### src/rtl/my_pkg.sv
// Shared Beta bus types: raw instruction layout, decoded monitor transaction
// and the opcode classifier used by the receive-side monitor.
package my_pkg;

  typedef struct packed {
    logic [5:0]  op;
    logic [4:0]  src1;
    logic [4:0]  src2;
    logic [4:0]  dest;
    logic [10:0] unused;
  } inst_reg;

  typedef enum logic [3:0] {
    CLS_ALU     = 4'd0,
    CLS_ALUC    = 4'd1,
    CLS_LD      = 4'd2,
    CLS_ST      = 4'd3,
    CLS_JMP     = 4'd4,
    CLS_BEQ     = 4'd5,
    CLS_BNE     = 4'd6,
    CLS_LDR     = 4'd7,
    CLS_ILLEGAL = 4'd15
  } instr_class_e;

  localparam logic [5:0] OP_LD  = 6'h18;
  localparam logic [5:0] OP_ST  = 6'h19;
  localparam logic [5:0] OP_JMP = 6'h1B;
  localparam logic [5:0] OP_BEQ = 6'h1C;
  localparam logic [5:0] OP_BNE = 6'h1D;
  localparam logic [5:0] OP_LDR = 6'h1F;

  typedef struct packed {
    inst_reg      instr;
    logic [31:0]  lit;
    instr_class_e cls;
    logic         illegal;
  } mon_txn_t;

  // 0x20-0x2F are register ALU ops, 0x30-0x3F their constant forms.
  function automatic instr_class_e decode_op(input logic [5:0] op);
    instr_class_e cls;
    if (op[5:4] == 2'b10) begin
      cls = CLS_ALU;
    end else if (op[5:4] == 2'b11) begin
      cls = CLS_ALUC;
    end else begin
      case (op)
        OP_LD:   cls = CLS_LD;
        OP_ST:   cls = CLS_ST;
        OP_JMP:  cls = CLS_JMP;
        OP_BEQ:  cls = CLS_BEQ;
        OP_BNE:  cls = CLS_BNE;
        OP_LDR:  cls = CLS_LDR;
        default: cls = CLS_ILLEGAL;
      endcase
    end
    return cls;
  endfunction

endpackage

### src/rtl/beta_mon_fifo.sv
// Show-ahead synchronous FIFO of decoded monitor transactions; a push into a
// full FIFO is accepted only when a pop frees a slot on the same edge.
module beta_mon_fifo
  import my_pkg::*;
#(
  parameter int DEPTH = 8
) (
  input  logic     clk,
  input  logic     rst,
  input  logic     push,
  input  mon_txn_t din,
  input  logic     pop,
  output logic     full,
  output logic     empty,
  output mon_txn_t head
);

  localparam int AW = $clog2(DEPTH);

  mon_txn_t       mem [DEPTH];
  logic [AW:0]    wr_ptr;
  logic [AW:0]    rd_ptr;
  logic           do_push;
  logic           do_pop;

  // Extra MSB on each pointer separates full from empty when the indices match.
  assign empty   = (wr_ptr == rd_ptr);
  assign full    = (wr_ptr[AW] != rd_ptr[AW]) && (wr_ptr[AW-1:0] == rd_ptr[AW-1:0]);
  assign do_pop  = pop && !empty;
  assign do_push = push && (!full || do_pop);
  assign head    = mem[rd_ptr[AW-1:0]];

  always_ff @(posedge clk) begin
    if (rst) begin
      wr_ptr <= '0;
      rd_ptr <= '0;
    end else begin
      if (do_push) wr_ptr <= wr_ptr + 1'b1;
      if (do_pop)  rd_ptr <= rd_ptr + 1'b1;
    end
  end

  always_ff @(posedge clk) begin
    if (do_push) mem[wr_ptr[AW-1:0]] <= din;
  end

endmodule

### src/rtl/beta_instr_monitor.sv
// Passive Beta instruction-bus monitor: capture, decode, classify and buffer
// each sampled word for the scoreboard, with coverage/error counters.
module beta_instr_monitor
  import my_pkg::*;
#(
  parameter int DEPTH     = 8,
  parameter bit SKIP_ZERO = 1'b1
) (
  input  logic        CLK,
  input  logic        RST,
  input  logic [31:0] INSTR,
  output logic        out_valid,
  input  logic        out_ready,
  output logic [5:0]  out_op,
  output logic [4:0]  out_src1,
  output logic [4:0]  out_src2,
  output logic [4:0]  out_dest,
  output logic [31:0] out_lit,
  output logic [3:0]  out_class,
  output logic        out_illegal,
  output logic [31:0] inst_cnt,
  output logic [15:0] illegal_cnt,
  output logic [15:0] drop_cnt
);

  logic        arm;
  logic        cap_vld;
  logic [31:0] cap_word;
  mon_txn_t    dec_txn;
  mon_txn_t    head;
  mon_txn_t    view;
  logic        decode_en;
  logic        pop_req;
  logic        push_ok;
  logic        full;
  logic        empty;
  logic [10:0] unused_bits;

  // arm lags reset release by one edge so the stale reset-time bus word is never sampled.
  always_ff @(posedge CLK) begin
    if (RST) begin
      arm      <= 1'b0;
      cap_vld  <= 1'b0;
      cap_word <= '0;
    end else begin
      arm     <= 1'b1;
      cap_vld <= arm;
      if (arm) cap_word <= INSTR;
    end
  end

  always_comb begin
    dec_txn         = '0;
    dec_txn.instr   = inst_reg'(cap_word);
    dec_txn.lit     = {{16{cap_word[15]}}, cap_word[15:0]};
    dec_txn.cls     = decode_op(cap_word[31:26]);
    dec_txn.illegal = (decode_op(cap_word[31:26]) == CLS_ILLEGAL);
  end

  assign decode_en = cap_vld && !(SKIP_ZERO && (cap_word == '0));

  // Output handshake: a transaction transfers on every rising edge where
  // out_valid && out_ready; while out_valid is high and out_ready low the
  // out_* fields hold the same head entry.
  assign pop_req = out_valid && out_ready;
  assign push_ok = decode_en && (!full || pop_req);

  beta_mon_fifo #(.DEPTH(DEPTH)) u_fifo (
    .clk   (CLK),
    .rst   (RST),
    .push  (decode_en),
    .din   (dec_txn),
    .pop   (pop_req),
    .full  (full),
    .empty (empty),
    .head  (head)
  );

  always_ff @(posedge CLK) begin
    if (RST) begin
      inst_cnt    <= '0;
      illegal_cnt <= '0;
      drop_cnt    <= '0;
    end else begin
      if (push_ok) inst_cnt <= inst_cnt + 32'd1;
      if (decode_en && dec_txn.illegal && (illegal_cnt != 16'hFFFF))
        illegal_cnt <= illegal_cnt + 16'd1;
      if (decode_en && !push_ok && (drop_cnt != 16'hFFFF))
        drop_cnt <= drop_cnt + 16'd1;
    end
  end

  // Fields read as zero whenever nothing is queued, including after reset.
  assign out_valid   = !empty;
  assign view        = out_valid ? head : '0;
  assign out_op      = view.instr.op;
  assign out_src1    = view.instr.src1;
  assign out_src2    = view.instr.src2;
  assign out_dest    = view.instr.dest;
  assign out_lit     = view.lit;
  assign out_class   = view.cls;
  assign out_illegal = view.illegal;
  assign unused_bits = view.instr.unused;

endmodule
### config.mk
export PLATFORM = sky130hd
export DESIGN_NAME = beta_instr_monitor
export DESIGN_NICKNAME = d
export VERILOG_FILES = /design/src/rtl/my_pkg.sv /design/src/rtl/beta_mon_fifo.sv /design/src/rtl/beta_instr_monitor.sv
export SDC_FILE = /design/constraint.sdc
export NUM_CORES = 1
export LEC_CHECK = 0
export CORE_ASPECT_RATIO = 1.25
export CORE_UTILIZATION = 45
export CTS_CLUSTER_SIZE = 8
export DETAILED_ROUTE_END_ITERATION = 7
export PLACE_DENSITY_LB_ADDON = 0.25
export SLEW_MARGIN = 30
export SYNTH_ARGS = -nofsm -noshare
export SYNTH_HDL_FRONTEND = slang
export SYNTH_SLANG_ARGS = --single-unit
### constraint.sdc
create_clock -name CLK -period 19.15 [get_ports CLK]
set_clock_uncertainty 0.15 [all_clocks]
set_input_delay 5.745 -clock CLK [delete_from_list [all_inputs] [get_ports CLK]]
set_output_delay 5.745 -clock CLK [all_outputs]
set_load 0.01 [all_outputs]
* Word level (Yosys, flattened, before mapping)
Memories as Yosys holds them, arrays and structs flattened. A register that Yosys moved wholly into a read port is not among the register bits.
Index checks and enable logic that the tools add are counted.
Widths: inputs -> output; s select.
** Word-level totals
- Bits in latches :: 0
- Bits in read-only memories :: 0
- Memories :: 1
- Register bits :: 106
- Bits in writable memories :: 552
** Operators by class
- Div/mod/pow operators :: 0
- Multiply operators :: 0
- Bitwise operators :: 0
- Shifts and indexed selects :: 0
- Add/sub/neg operators :: 5
- $lt $le $gt $ge :: 0
- Mux-type cells :: 9
- Reductions and logical operators :: 17
- Equal/unequal tests :: 14
** Memories
- u_fifo.mem :: depth 8, bits a word 69, read ports 1, clocked after memory_dff 1, write ports 1, RTL line beta_mon_fifo.sv:20 : mon_txn_t mem [DEPTH];
** Operators by type and width (count)
- $mux 69 :: 1
- $eq 6x5->1 const B :: 6
- $add 16x1->16 const B :: 2
- $add 32x1->32 const B :: 1
- $logic_not 32->1 :: 1
- $ne 16x16->1 const B :: 2
- $pmux 4 s6 :: 1
- $logic_and 1x1->1 :: 10
- $add 4x1->4 const B :: 2
- $mux 4 :: 2
- $mux 3 :: 2
- $eq 2x2->1 const B :: 2
- $eq 4x4->1 :: 1
- $eq 4x4->1 const B :: 1
- $logic_not 1->1 :: 4
- $eq 3x3->1 :: 1
- $mux 1 :: 3
- $logic_or 1x1->1 :: 2
- $ne 1x1->1 :: 1

* Logic depth before layout (Yosys ltp)
- Depth in word-level cells :: 8
- Gate-level depth with buffers :: 8

* Cells and area by module
Synthesis repeated with hierarchy kept, for this count alone.
** Second synthesis, totals
- Cells, all modules :: 1452
- Area total of the unflattened synthesis :: 26289.0 sq um
** By module, submodules not included
- beta_mon_fifo :: cells each 869, area each 21315.4 sq um, times used 1, seq. area each 16796.1 sq um
- beta_instr_monitor :: cells each 583, area each 4973.5 sq um, times used 1, seq. area each 1961.9 sq um

* Worst setup path after synthesis
OpenSTA, ideal clock, no wires.
- Path kind :: input-to-reg
- Start :: in out_ready
- End :: mem u_fifo.mem[0][0] (netlist name), enable pin
- Stages on the path :: 5
- Path slack :: 8.687 ns
- Data arrival time :: 9.789 ns
- Path buffers :: 1
- Data required time :: 18.476 ns
- Library setup time :: 0.524 ns
- Cells stage by stage :: nor2_1 nand2_1 buf_2 nand2_1 nor4_1
** Between the ends
- Word-level cells in the longest chain between the ends :: 6
** RTL lines
- from (decl) :: RTL line beta_instr_monitor.sv:13 : input logic out_ready,
- $logic_and 1x1->1 :: RTL line beta_instr_monitor.sv:65 : assign pop_req = out_valid && out_ready;
- $logic_and 1x1->1 :: RTL line beta_mon_fifo.sv:29 : assign do_pop = pop && !empty;
- $logic_or 1x1->1 :: RTL line beta_mon_fifo.sv:30 : assign do_push = push && (!full || do_pop);
- $logic_and 1x1->1 :: RTL line beta_mon_fifo.sv:30
- $mux 1 :: RTL line beta_mon_fifo.sv:44 : if (do_push) mem[wr_ptr[AW-1:0]] <= din;
- $mux 1 (implied by the code) :: RTL line beta_mon_fifo.sv:44
- to (decl) :: RTL line beta_mon_fifo.sv:20
Every way passes these cells.

==> impl_metrics.json <==
{
  "outcome": "finished clean",
  "start_util_pct": 45.9,
  "drv_cap": 0,
  "routed_wirelength_um": 36900,
  "netlist_top_cells_count": "edfxtp_1 (296), dfxtp_1 (109), nor2_1 (99), mux4_2 (74), mux2i_1 (70)",
  "cts_made_buffers": 56,
  "synth_area_leaders": "edfxtp_1 (53%), dfxtp_1 (13%), mux4_2 (10%), mux2i_1 (4.2%), nor2_1 (2.2%)",
  "vias_per_cell": 5.65,
  "min_period_ns": 9.84,
  "rows": 78,
  "cp-start-kind": "flop",
  "relSlewSlack_pct": 35.5,
  "synth_async_sr_flop_share_pct": 0,
  "fin_area_sq_um": 20300,
  "powerDensity_nw_per_um2": 103,
  "ys_seq_area_share_pct": 66.2,
  "first_iter_violations": 588,
  "leakage_nw": 6.32,
  "critical_path_required_ns": 13.26,
  "fmax_ghz": 0.102,
  "grt_first_pass_wirelength_um": 57100,
  "areaGrowthSynthToFinish_pct": 21.2,
  "ir_drop_mv": 0.0624,
  "dr.pass1.iters": 5,
  "r2r_start": "cap_word[17]$_SDFFE_PP0P_",
  "syn_avg_cell_area_sq_um": 15.2,
  "placed_cells_incl_taps": 1668,
  "post_cts.repair.setup_buffers": 0,
  "maxSlewViolCount": 0,
  "htree_levels": 2,
  "track_usage_pct": 19.6,
  "dpl.hpwl_um": 20700,
  "cts_hold_buf": 0,
  "synth_most_common_cell": "edfxtp_1",
  "die_w_um": 174,
  "synth.largest_area_cell": "edfxtp_1",
  "synth_cells": 1097,
  "max_stage_delay_ns": 0.89,
  "synth_top_family_by_area": "multiplexers",
  "worstSetupPathType": "reg -> out",
  "slowest_stage": "dfxtp_4",
  "r2r_slack_ns": 15.64,
  "yosys_warnings": 0,
  "routabilityCongestion": 0.755,
  "whs_path_depth": 2,
  "hold_viol": 0,
  "via_count": 9985,
  "cts_sinks": 405,
  "grt_max_degree": 67,
  "synth_edf_count": 296,
  "synthAdderAreaFrac_pct": 0.374,
  "cts.repair.resized": 0,
  "synth_top_area_share_pct": 53.2,
  "antenna_found_initial": 2,
  "diodes": 0,
  "final-seq-area_sq_um": 11100,
  "fin_crit_sh_pct": 51.4,
  "multi_input_area_sq_um": 5220,
  "portBuffers": 157,
  "max_slew.worst_pin.slew_ns": 0.959,
  "critPathMaxFanout": 40,
  "coreArea_sq_um": 36400,
  "ios": 158,
  "synth_xor_area_share_pct": 0.524,
  "worstPathArrival_ns": 3.95,
  "drtAntennaViolNets": 0,
  "placedInstanceArea_sq_um": 18700,
  "nFillCells": 2861,
  "final_util_pct": 55.7,
  "syn_area_sq_um": 16700,
  "ff2ff_path_depth": 6,
  "ys_ff_latch": 405,
  "clkTransAtPathRegs_ns": 0.05,
  "ys.flop_type": "edfxtp_1",
  "min_from": "inst_cnt[31]$_SDFFE_PP0P_",
  "clk-insertion-delay-late_ns": 0.57,
  "syn_nets": 1137,
  "hold_path.class": "reg -> reg",
  "power.total_mw": 2.08,
  "setup_viol": 0,
  "clk_path_buf_depth": 3,
  "final_cell_count_no_fill": 1768,
  "nets": 1286,
  "grt_pass1_vias": 10000,
  "layout-drive-gt1-share_pct": 15.1,
  "cts-root-buf": "clkbuf_16",
  "synth.mux.area_fraction_pct": 14.7,
  "die_area_sq_um": 37900,
  "wl_per_cell_um": 20.9,
  "rsz0062_at_grt": "false",
  "cts_tree": "yes",
  "grt.overflow.total": 0,
  "die_h_um": 218,
  "synth.distinct_cells": 60,
  "synth-compound-area-share_pct": 5.79,
  "cp_cell_sequence": "buf_4 > mux4_2 > mux2i_1 > nor2_1 > clkdlybuf4s50_1",
  "route.detailed.drc": 0,
  "tns_ns": 0,
  "end_kind": "output pin",
  "yosys.area_share.simple_pct": 9.44
}
worst paths after layout:
path	to
setup / recovery	out_lit[20]
hold / removal	inst_cnt[31]$_SDFFE_PP0P_
setup reg to reg	u_fifo.mem[7][4]$_DFFE_PP_
hold reg to reg	inst_cnt[31]$_SDFFE_PP0P_
flip-flops by register name, summed over array words and instances, names as in the netlist, named ones only:
register,flops
u_fifo.mem,296
u_fifo.wr_ptr,4
inst_cnt,32
illegal_cnt,16
arm,1
cap_vld,1
u_fifo.rd_ptr,4
cap_word,32
drop_cnt,16
cells in the final DEF, fill, tap and decap left out, types with 4 or more instances in the layout:
cell             Yosys  routed
edfxtp_1           296     296
clkdlybuf4s50_1      0     156
dfxtp_1            109     105
nor2_1              99      96
mux4_2              74      74
mux2i_1             70      70
a21oi_1             60      60
clkbuf_16            0      56
clkbuf_1            26      41
o31ai_1             40      40
or4_1               39      39
nand2_1             28      28
nand3_1             28      28
buf_4               27      18
nand4_1             15      15
inv_1               14      14
or3_1               12      12
nor4_1              12      11
o21ai_0              9       9
o21ai_1              9       8
xnor2_1              7       7
nor2b_1              7       7
mux2_1               7       7
and4_1               6       5
nor3_2               1       5
ha_1                 5       5
nand2b_1             4       4
nor4_2               4       4
nand4_2              4       4
o211ai_2             4       4
nor3_1               8       4
kinds of logic (layout without fill, tap and decap cells):
group | Yosys count | in the layout
flops | 405 | 405
simple gates | 284 | 284
mux | 152 | 152
compound gates | 143 | 143
buf+inv | 98 | 289
xor+xnor | 10 | 10
fa+ha+maj | 5 | 5
power breakdown:
group / switching, mW / internal, mW
logic: 0.0931 / 0.110
registers: 0.0255 / 0.957
clock network: 0.349 / 0.547
layer usage:
layer	share of wire, %	global-route usage (%)	vias to the layer above
li1	-	-	4618
met3	6.5	4.48	56
met4	2.0	6.32	4
met5	0.068	0	-
met2	50	33.4	289
met1	42	24.7	5018
per-stage QoR:
stage,setup WS [ns],hold slack [ns]
global route,8.88,0.349
floorplan,8.69,0.345
CTS,9.10,0.339
global placement,9.81,0.321
detailed placement,9.68,0.326
finish,9.31,0.337
area by class of cell:
cell class                      count  area share (%)
Tap cell                          480            2.96
Clock inverter                      2           0.123
Clock buffer                       98            7.74
Inverter                           14           0.259
Sequential cell                   405            54.7
Timing Repair Buffer              175            8.51
Multi-Input combinational cell    594            25.8
worst max-delay path: cells and delay by family, from the launching register on:
family | cells | cell delay [ns]
buf+inv | 2 | 1.37
flops | 1 | 0.89
mux | 2 | 0.42
simple gates | 1 | 0.68
No activity file was read; power rests on OpenSTA's default activity.
